[src/rtl/multicycle_ctrl.sv]
// rtl/multicycle_ctrl.sv - multicycle RV32I control FSM with timed memory handshake
// Optional feature macro: MULTICYCLE_CTRL_BNE_EN (accept bne, funct3 001, in BRANCH).
module multicycle_ctrl #(
    parameter int MEM_TIMEOUT = 15
) (
    input  logic       clk,
    input  logic       reset,
    input  logic [6:0] op,
    input  logic [2:0] funct3,
    input  logic       funct7b5,
    input  logic [1:0] Flag,
    input  logic       mem_ready,
    output logic       mem_req,
    output logic       mem_write,
    output logic       adr_src,
    output logic       ir_write,
    output logic       pc_write,
    output logic       reg_write,
    output logic [1:0] alu_src_a,
    output logic [1:0] alu_src_b,
    output logic [1:0] result_src,
    output logic [2:0] AluControl,
    output logic       illegal_instr,
    output logic       bus_error,
    output logic [3:0] state_o
);
    localparam int CW = (MEM_TIMEOUT > 0) ? $clog2(MEM_TIMEOUT + 1) : 1;
    localparam logic [CW-1:0] TMO_LIMIT = CW'(MEM_TIMEOUT);

    localparam logic [6:0] OP_LOAD  = 7'b0000011;
    localparam logic [6:0] OP_STORE = 7'b0100011;
    localparam logic [6:0] OP_R     = 7'b0110011;
    localparam logic [6:0] OP_I     = 7'b0010011;
    localparam logic [6:0] OP_BR    = 7'b1100011;
    localparam logic [6:0] OP_JAL   = 7'b1101111;

    localparam logic [2:0] ALU_ADD = 3'b000;
    localparam logic [2:0] ALU_SUB = 3'b001;
    localparam logic [2:0] ALU_AND = 3'b010;
    localparam logic [2:0] ALU_OR  = 3'b011;
    localparam logic [2:0] ALU_SLT = 3'b101;

    typedef enum logic [3:0] {
        FETCH    = 4'd0,
        DECODE   = 4'd1,
        MEMADR   = 4'd2,
        MEMREAD  = 4'd3,
        MEMWB    = 4'd4,
        MEMWRITE = 4'd5,
        EXECR    = 4'd6,
        EXECI    = 4'd7,
        ALUWB    = 4'd8,
        BRANCH   = 4'd9,
        JAL      = 4'd10
    } state_t;

    state_t        state_q, state_d;
    logic [CW-1:0] wait_cnt_q, wait_cnt_d;
    logic          alu_f3_ok, br_f3_ok, branch_taken, waiting, timeout;
    logic [2:0]    exec_alu;
    logic          unused_flag_neg;

    assign unused_flag_neg = Flag[1];
    assign state_o         = state_q;

    always_ff @(posedge clk or posedge reset) begin
        if (reset) begin
            state_q    <= FETCH;
            wait_cnt_q <= '0;
        end else begin
            state_q    <= state_d;
            wait_cnt_q <= wait_cnt_d;
        end
    end

    always_comb begin
        alu_f3_ok = (funct3 == 3'b000) || (funct3 == 3'b010) ||
                    (funct3 == 3'b110) || (funct3 == 3'b111);
`ifdef MULTICYCLE_CTRL_BNE_EN
        br_f3_ok     = (funct3 == 3'b000) || (funct3 == 3'b001);
        branch_taken = ((funct3 == 3'b000) && Flag[0]) || ((funct3 == 3'b001) && !Flag[0]);
`else
        br_f3_ok     = (funct3 == 3'b000);
        branch_taken = (funct3 == 3'b000) && Flag[0];
`endif
        case (funct3)
            3'b000:  exec_alu = ((op == OP_R) && funct7b5) ? ALU_SUB : ALU_ADD;
            3'b010:  exec_alu = ALU_SLT;
            3'b110:  exec_alu = ALU_OR;
            3'b111:  exec_alu = ALU_AND;
            default: exec_alu = ALU_ADD;
        endcase
    end

    // Only the three requesting states count; a zero limit disables the timeout.
    assign waiting = (state_q == FETCH) || (state_q == MEMREAD) || (state_q == MEMWRITE);
    assign timeout = (MEM_TIMEOUT > 0) && waiting && (wait_cnt_q == TMO_LIMIT);

    always_comb begin
        state_d       = state_q;
        wait_cnt_d    = '0;
        mem_req       = 1'b0;
        mem_write     = 1'b0;
        adr_src       = 1'b0;
        ir_write      = 1'b0;
        pc_write      = 1'b0;
        reg_write     = 1'b0;
        alu_src_a     = 2'b00;
        alu_src_b     = 2'b00;
        result_src    = 2'b00;
        AluControl    = ALU_ADD;
        illegal_instr = 1'b0;
        bus_error     = 1'b0;

        case (state_q)
            FETCH: begin
                alu_src_b  = 2'b10;
                result_src = 2'b10;
                if (timeout) begin
                    bus_error = 1'b1;
                end else begin
                    mem_req = 1'b1;
                    if (mem_ready) begin
                        ir_write = 1'b1;
                        pc_write = 1'b1;
                        state_d  = DECODE;
                    end else begin
                        wait_cnt_d = wait_cnt_q + CW'(1);
                    end
                end
            end
            DECODE: begin
                alu_src_a = 2'b01;
                alu_src_b = 2'b01;
                state_d   = FETCH;
                case (op)
                    OP_LOAD, OP_STORE: state_d = MEMADR;
                    OP_R:   if (alu_f3_ok) state_d = EXECR; else illegal_instr = 1'b1;
                    OP_I:   if (alu_f3_ok) state_d = EXECI; else illegal_instr = 1'b1;
                    OP_BR:  if (br_f3_ok) state_d = BRANCH; else illegal_instr = 1'b1;
                    OP_JAL: state_d = JAL;
                    default: illegal_instr = 1'b1;
                endcase
            end
            MEMADR: begin
                alu_src_a = 2'b10;
                alu_src_b = 2'b01;
                state_d   = op[5] ? MEMWRITE : MEMREAD;
            end
            MEMREAD: begin
                adr_src = 1'b1;
                if (timeout) begin
                    bus_error = 1'b1;
                    state_d   = FETCH;
                end else begin
                    mem_req = 1'b1;
                    if (mem_ready) state_d = MEMWB;
                    else           wait_cnt_d = wait_cnt_q + CW'(1);
                end
            end
            MEMWB: begin
                result_src = 2'b01;
                reg_write  = 1'b1;
                state_d    = FETCH;
            end
            MEMWRITE: begin
                adr_src = 1'b1;
                if (timeout) begin
                    bus_error = 1'b1;
                    state_d   = FETCH;
                end else begin
                    mem_req   = 1'b1;
                    mem_write = 1'b1;
                    if (mem_ready) state_d = FETCH;
                    else           wait_cnt_d = wait_cnt_q + CW'(1);
                end
            end
            EXECR, EXECI: begin
                alu_src_a  = 2'b10;
                alu_src_b  = (state_q == EXECI) ? 2'b01 : 2'b00;
                AluControl = exec_alu;
                state_d    = ALUWB;
            end
            ALUWB: begin
                reg_write = 1'b1;
                state_d   = FETCH;
            end
            BRANCH: begin
                alu_src_a  = 2'b10;
                AluControl = ALU_SUB;
                pc_write   = branch_taken;
                state_d    = FETCH;
            end
            JAL: begin
                alu_src_a = 2'b01;
                alu_src_b = 2'b10;
                pc_write  = 1'b1;
                state_d   = ALUWB;
            end
            default: state_d = FETCH;
        endcase

        // Reset silences every strobe combinationally, so a live access drops at once.
        if (reset) begin
            mem_req       = 1'b0;
            mem_write     = 1'b0;
            adr_src       = 1'b0;
            ir_write      = 1'b0;
            pc_write      = 1'b0;
            reg_write     = 1'b0;
            alu_src_a     = 2'b00;
            alu_src_b     = 2'b00;
            result_src    = 2'b00;
            AluControl    = ALU_ADD;
            illegal_instr = 1'b0;
            bus_error     = 1'b0;
            wait_cnt_d    = '0;
            state_d       = FETCH;
        end
    end
endmodule
[config.mk]
export PLATFORM = sky130hd
export DESIGN_NAME = multicycle_ctrl
export DESIGN_NICKNAME = d
export VERILOG_FILES = /design/src/rtl/multicycle_ctrl.sv
export SDC_FILE = /design/constraint.sdc
export NUM_CORES = 1
export LEC_CHECK = 0
export CORE_MARGIN = 2
export CORE_UTILIZATION = 39
export CTS_CLUSTER_DIAMETER = 120
export CTS_CLUSTER_SIZE = 25
export DETAILED_ROUTE_END_ITERATION = 16
export PLACE_DENSITY_LB_ADDON = 0.05
export SLEW_MARGIN = 20
export SYNTH_ARGS = -nofsm -noshare
export SYNTH_HDL_FRONTEND = slang
export SYNTH_SLANG_ARGS = --single-unit
[constraint.sdc]
create_clock -name clk -period 1.8 [get_ports clk]
set_input_delay 0.27 -clock clk [delete_from_list [all_inputs] [get_ports clk]]
set_output_delay 0.27 -clock clk [all_outputs]
set_load 0.03 [all_outputs]
Yosys cells after proc, flatten, opt, wreduce, memory -nomap -nowiden

Index checks and enable logic that the tools add are counted.
W data, S select, Z words.

Register bits: 8
Input bits: 16

Add/sub/neg operators: 1
Equal/unequal tests: 24
Multiplexer cells: 51
Reductions and logical operators: 23

Operators by type and width:

| kind                 | number |
|---|---|
| $mux W4              | 12 |
| $pmux W4 S6          | 1 |
| $mux W1              | 23 |
| $pmux W4 S5          | 1 |
| $eq A4 B3 Y1 const B | 4 |
| $eq A4 B4 Y1 const B | 4 |
| $reduce_or A2 Y1     | 8 |
| $eq A7 B6 Y1 const B | 2 |
| $eq A7 B7 Y1 const B | 2 |
| $mux W3              | 4 |
| $pmux W3 S4          | 1 |
| $reduce_or A3 Y1     | 3 |
| $eq A4 B2 Y1 const B | 2 |
| $ne A4 B4 Y1 const B | 2 |
| $pmux W2 S2          | 2 |
| $eq A7 B2 Y1 const B | 1 |
| $eq A7 B5 Y1 const B | 1 |
| $eq A3 B3 Y1 const B | 2 |
| $mux W2              | 3 |
| $ne A3 B3 Y1 const B | 2 |
| $pmux W1 S3          | 2 |
| $pmux W2 S3          | 1 |
| $pmux W3 S2          | 1 |
| $logic_or A1 B1 Y1   | 5 |
| other kinds (8)      | 10 |

Depth between registers and ports, before layout

Gate-level depths: netlist (run 1).

Word-level depth: 8
Depth in mapped cells: 7
Gate-level depth less buffers: 6

Worst setup path after synthesis (run 1)

OpenSTA, ideal clock, no wires.

Kind: register to output
Start: register state_q[2] (netlist: state_o[2])
End: output adr_src
Data arrival time: 2595 ps
Slack: -1065 ps
Stages on the path, launching flop included: 6
Cells stage by stage: dfrtp_1 buf_6 buf_2 inv_1 nand2_1 a2111oi_0

Word-level cells in the longest chain between the ends: 4

RTL lines:

| what                                         | line | RTL |
|---|---|---|
| from (decl)                                  | 57   | `state_t state_q, state_d;` |
| from (signal assigned)                       | 71   | `state_q <= state_d;` |
| $eq A4 B2 Y1 or $eq A4 B3 Y1 (tied branches) | 115  | `case (state_q)` |
| $reduce_or A2 Y1 (no line) (*)               | -    |  |
| $mux W1 (*)                                  | 115  |  |
| $mux W1 (*)                                  | 204  | `if (reset) begin` |
| to (decl)                                    | 15   | `output logic adr_src,` |

Mark *: on every way between the ends. The rest lies on a longest branch, timed or not.

Final worst setup path (run 1)

Start: register wait_cnt_q[1]
End: output pc_write

Word-level cells in the longest chain between the ends: 5

RTL lines:

| what                   | line | RTL |
|---|---|---|
| from (decl)            | 58   | `logic [CW-1:0] wait_cnt_q, wait_cnt_d;` |
| from (signal assigned) | 72   | `wait_cnt_q <= wait_cnt_d;` |
| $eq A4 B4 Y1           | 97   | `assign timeout = (MEM_TIMEOUT > 0) && waiting && (wait_cnt_q == TMO_LIMIT);` |
| $logic_and A1 B1 Y1    | 97   |  |
| $mux W1                | 119  | `if (timeout) begin` |
| $pmux W1 S3            | 115  |  |
| $mux W1                | 204  |  |
| to (decl)              | 17   | `output logic pc_write,` |

Every way passes these cells.

==> results of run 1 <==
[synthesized netlist by cell type (all sizes together)]
cell	number	share of area, %
nor3b	1	0.81
nand4	4	2.7
clkbuf	1	0.40
o32a	1	1.1
nor2	19	7.7
or2	1	0.67
nor4	8	5.4
a22oi	1	0.81
buf	8	5.1
xnor2	2	1.9
o31ai	1	0.81
dfrtp	8	21
a41o	1	1.1
inv	8	3.2
a2bb2oi	1	0.94
a21oi	10	5.4
o21a	1	0.81
and3	2	1.3
nor3	6	3.2
and2	1	0.67
nand2b	3	2.0
o211ai	1	0.81
or4	1	1.2
nor2b	1	0.67
nand3b	1	0.81
xor2	3	3.6
nand3	3	1.6
nand2	17	6.8
a31oi	1	0.67
ha	1	1.3
a211oi	1	0.81
a2111oi	3	5.5
o32ai	2	1.9
nor4b	1	1.6
o21ai	9	5.2
[path summary, 6_finish.rpt]
check / startpoint / end / slack (ns) / depth (start not counted)
min reg2reg: wait_cnt_q[2]$_DFF_PP0_ / wait_cnt_q[2]$_DFF_PP0_ / 0.64 / 2
min: reset / state_o[2]$_DFFE_PP0P_ / 0.50 / 4
min in group clk: wait_cnt_q[2]$_DFF_PP0_ / wait_cnt_q[2]$_DFF_PP0_ / 0.64 / 2
max reg2reg: state_o[1]$_DFFE_PP0P_ / state_o[0]$_DFFE_PP0P_ / -0.22 / 7
max in group asynchronous: reset / state_o[1]$_DFFE_PP0P_ / 1.14 / 4
max: wait_cnt_q[1]$_DFF_PP0_ / pc_write / -0.29 / 6
[where the power goes]
part | total, W | switching [W] | internal [W]
Clock | 0.000163 | 0.0000773 | 0.0000857
Sequential | 0.000196 | 0.0000103 | 0.000185
Combinational | 0.000413 | 0.000229 | 0.000184
Total | 0.000771 | 0.000316 | 0.000455
[per-layer routing]
layer / vias to the layer above / wire length (microns) / track usage [%]
met5: - / 0 / 0
met4: 0 / 580 / 10.7
met2: 220 / 2990 / 59.6
met1: 798 / 2130 / 38.1
li1: 673 / - / -
met3: 73 / 795 / 7.91
[what timing repair did]
action                                  CTS  global route
buffers inserted                         18             9
endpoints found under the setup margin   18            21
gates cloned                              0             1
gates resized for setup                  67            34
pin swaps                                19            17
hold buffers                              0             0
[area by class of cell]
type | instances | area [sq um] | share of cell area, %
repair buffers | 98 | 848 | 39.3
clock buffers | 4 | 26.3 | 1.22
flip-flops and latches | 8 | 205 | 9.51
inverters | 8 | 42.5 | 1.97
multi-input cells | 108 | 1000 | 46.4
well taps | 28 | 35.0 | 1.62
[cells in the final DEF (no fill, tap or decap), types with 5 or more instances in the layout]
cell type and count:
dlygate4sd2_1 7, nor4_4 5, nor2_4 5, inv_1 6, nor2_1 12, nand2_1 10
clkbuf_2 5, a21oi_1 6, buf_4 62, buf_6 15
[kinds of logic (layout without fill, tap and decap cells)]
group | Yosys count | in the layout | synth area share, %
buffers and inverters | 17 | 110 | 8.72
adder cells (fa/ha/maj) | 1 | 1 | 1.34
flip-flops | 8 | 8 | 21.5
AND/OR/NAND/NOR | 69 | 69 | 37.2
XOR/XNOR | 5 | 5 | 5.50
AO/OA/AOI/OAI | 33 | 33 | 25.8
[flip-flops by register name, indices dropped and copies added, names as in the netlist]
name and flops:
state_o 4, wait_cnt_q 4
[worst register-to-register path, stage by stage (launching register included)]
cell and delay (ns):
dfrtp_2 0.47, buf_12 0.17, buf_4 0.16, nor4b_2 0.37, nand4_1 0.26, a21oi_1 0.24
a22oi_1 0.11, o21ai_1 0.16
[per-stage QoR]
stage | hold slack (ns) | setup WS [ns] | power (W) | area, sq um
after CTS | 0.401 | -0.173 | 0.000705 | 1980
final | 0.499 | -0.288 | 0.000771 | 2160
after detailed placement | 0.521 | -0.856 | 0.000499 | 1660
after global placement | 0.509 | -0.736 | 0.000492 | 1660
after global routing | 0.490 | -0.323 | 0.000793 | 2160
after floorplan | 0.109 | -0.117 | 0.000350 | 1090
==> results.sh, run 1 <==
export IMPL_drtIter0Drc=131
export IMPL_path_cells="ha_2 > nand3_1 > nor2_2 > a21oi_4 > a41o_4 > buf_6"
export IMPL_drt_wl_total_microns=6500
export IMPL_cp_arrival_ns=1.82
export IMPL_routed_via_density=6.94
export IMPL_setup_violations=19
export IMPL_io_buffer_count=35
export IMPL_crit_type="reg2out"
export IMPL_startpoint_type="flop"
export IMPL_tns_ns=-3.19
export IMPL_synth_fp_nets=150
export IMPL_diodes=0
export IMPL_final_antenna_net_count=0
export IMPL_power_density_mw_per_mm2=357
export IMPL_fillCellCount=42
export IMPL_drc_errors=0
export IMPL_skew_ns=0.00742
export IMPL_hp_class="in2async"
export IMPL_clock_sinks=8
export IMPL_rsz0062_at_grt="true"
export IMPL_syn_area_per_cell_sq_um=7.01
export IMPL_min_period_over_period_pct=116
export IMPL_cp_slowest_cell="dfrtp_1"
export IMPL_rows=17
export IMPL_wl_per_cell_microns=25.6
export IMPL_dp_cells=225
export IMPL_maxSlewHeadroom_pct=65.0
export IMPL_cts_max_path_buffers=2
export IMPL_cts_root_buf="clkbuf_4"
export IMPL_critPathRequiredTime_ns=1.53
export IMPL_die_area_sq_mm=0.00280
export IMPL_yosysWarnings=0
export IMPL_cp_slowest_stage_delay_ns=0.37
export IMPL_tightest_slew_ns=0.520
export IMPL_gp_congestion=0.951
export IMPL_ys_seq_area_share_pct=21.5
export IMPL_grt_pass1_wl_microns=6800
export IMPL_netlist_area_sq_um=932
export IMPL_p_leak_nw=0.925
export IMPL_htree_levels=1
export IMPL_clk_pin_slew_ns=0.07
export IMPL_ys_ff_latch=8
export IMPL_drive_gt1_share_pct=63.3
export IMPL_track_usage_pct=33.1
export IMPL_dieWidth_microns=52.9
export IMPL_status="finished, violations left"
export IMPL_antenna_found_initial=0
export IMPL_die_y_microns=52.9
export IMPL_syn_to_final_growth_pct=132
export IMPL_io_pins=37
export IMPL_slew_viol_final=0
export IMPL_period_minus_slack_ns=2.09
export IMPL_worst_slack_ns=-0.288
export IMPL_syn_inst=133
export IMPL_fmax_mhz=479
export IMPL_violations="setup timing"
export IMPL_maxCapViolations=0
export IMPL_ir_drop_mv=0.488
export IMPL_hpwl_microns=2760
export IMPL_core_area_sq_mm=0.00223
export IMPL_yosysUniqueCellTypes=44
export IMPL_nNetsFinal=244
export IMPL_clk_latency_ns=0.27
export IMPL_vias=1764
export IMPL_cts_tree="done"
export IMPL_fin_cells=254
export IMPL_finalHoldViolCount=0
export IMPL_cp_top_family="simple AND/OR/NAND/NOR gates"
export IMPL_grt_pass1_vias=1466
export IMPL_crit_buf_inv=1
export IMPL_gr_total_overflow=0
export IMPL_endpoint_kind="primary output"
export IMPL_drt_pass1_iterations=5
export IMPL_cp_max_fo=3
export IMPL_grt_max_degree=20
export IMPL_start_util_pct=41.7
export IMPL_fin_util_pct=96.6
export IMPL_cts_inserted_buffers=3
Note: power is estimated with default switching activity, not from simulation.
==> inputs of run 2 (changes only) <==
--- a/config.mk
+++ b/config.mk
@@ -11,7 +11,7 @@
 export CTS_CLUSTER_SIZE = 25
 export DETAILED_ROUTE_END_ITERATION = 16
 export PLACE_DENSITY_LB_ADDON = 0.05
-export SLEW_MARGIN = 20
+export SLEW_MARGIN = 40
 export SYNTH_ARGS = -nofsm -noshare
 export SYNTH_HDL_FRONTEND = slang
 export SYNTH_SLANG_ARGS = --single-unit
==> results of run 2 <==
The final DEF is identical to that of run 1; final timing and power are the same.
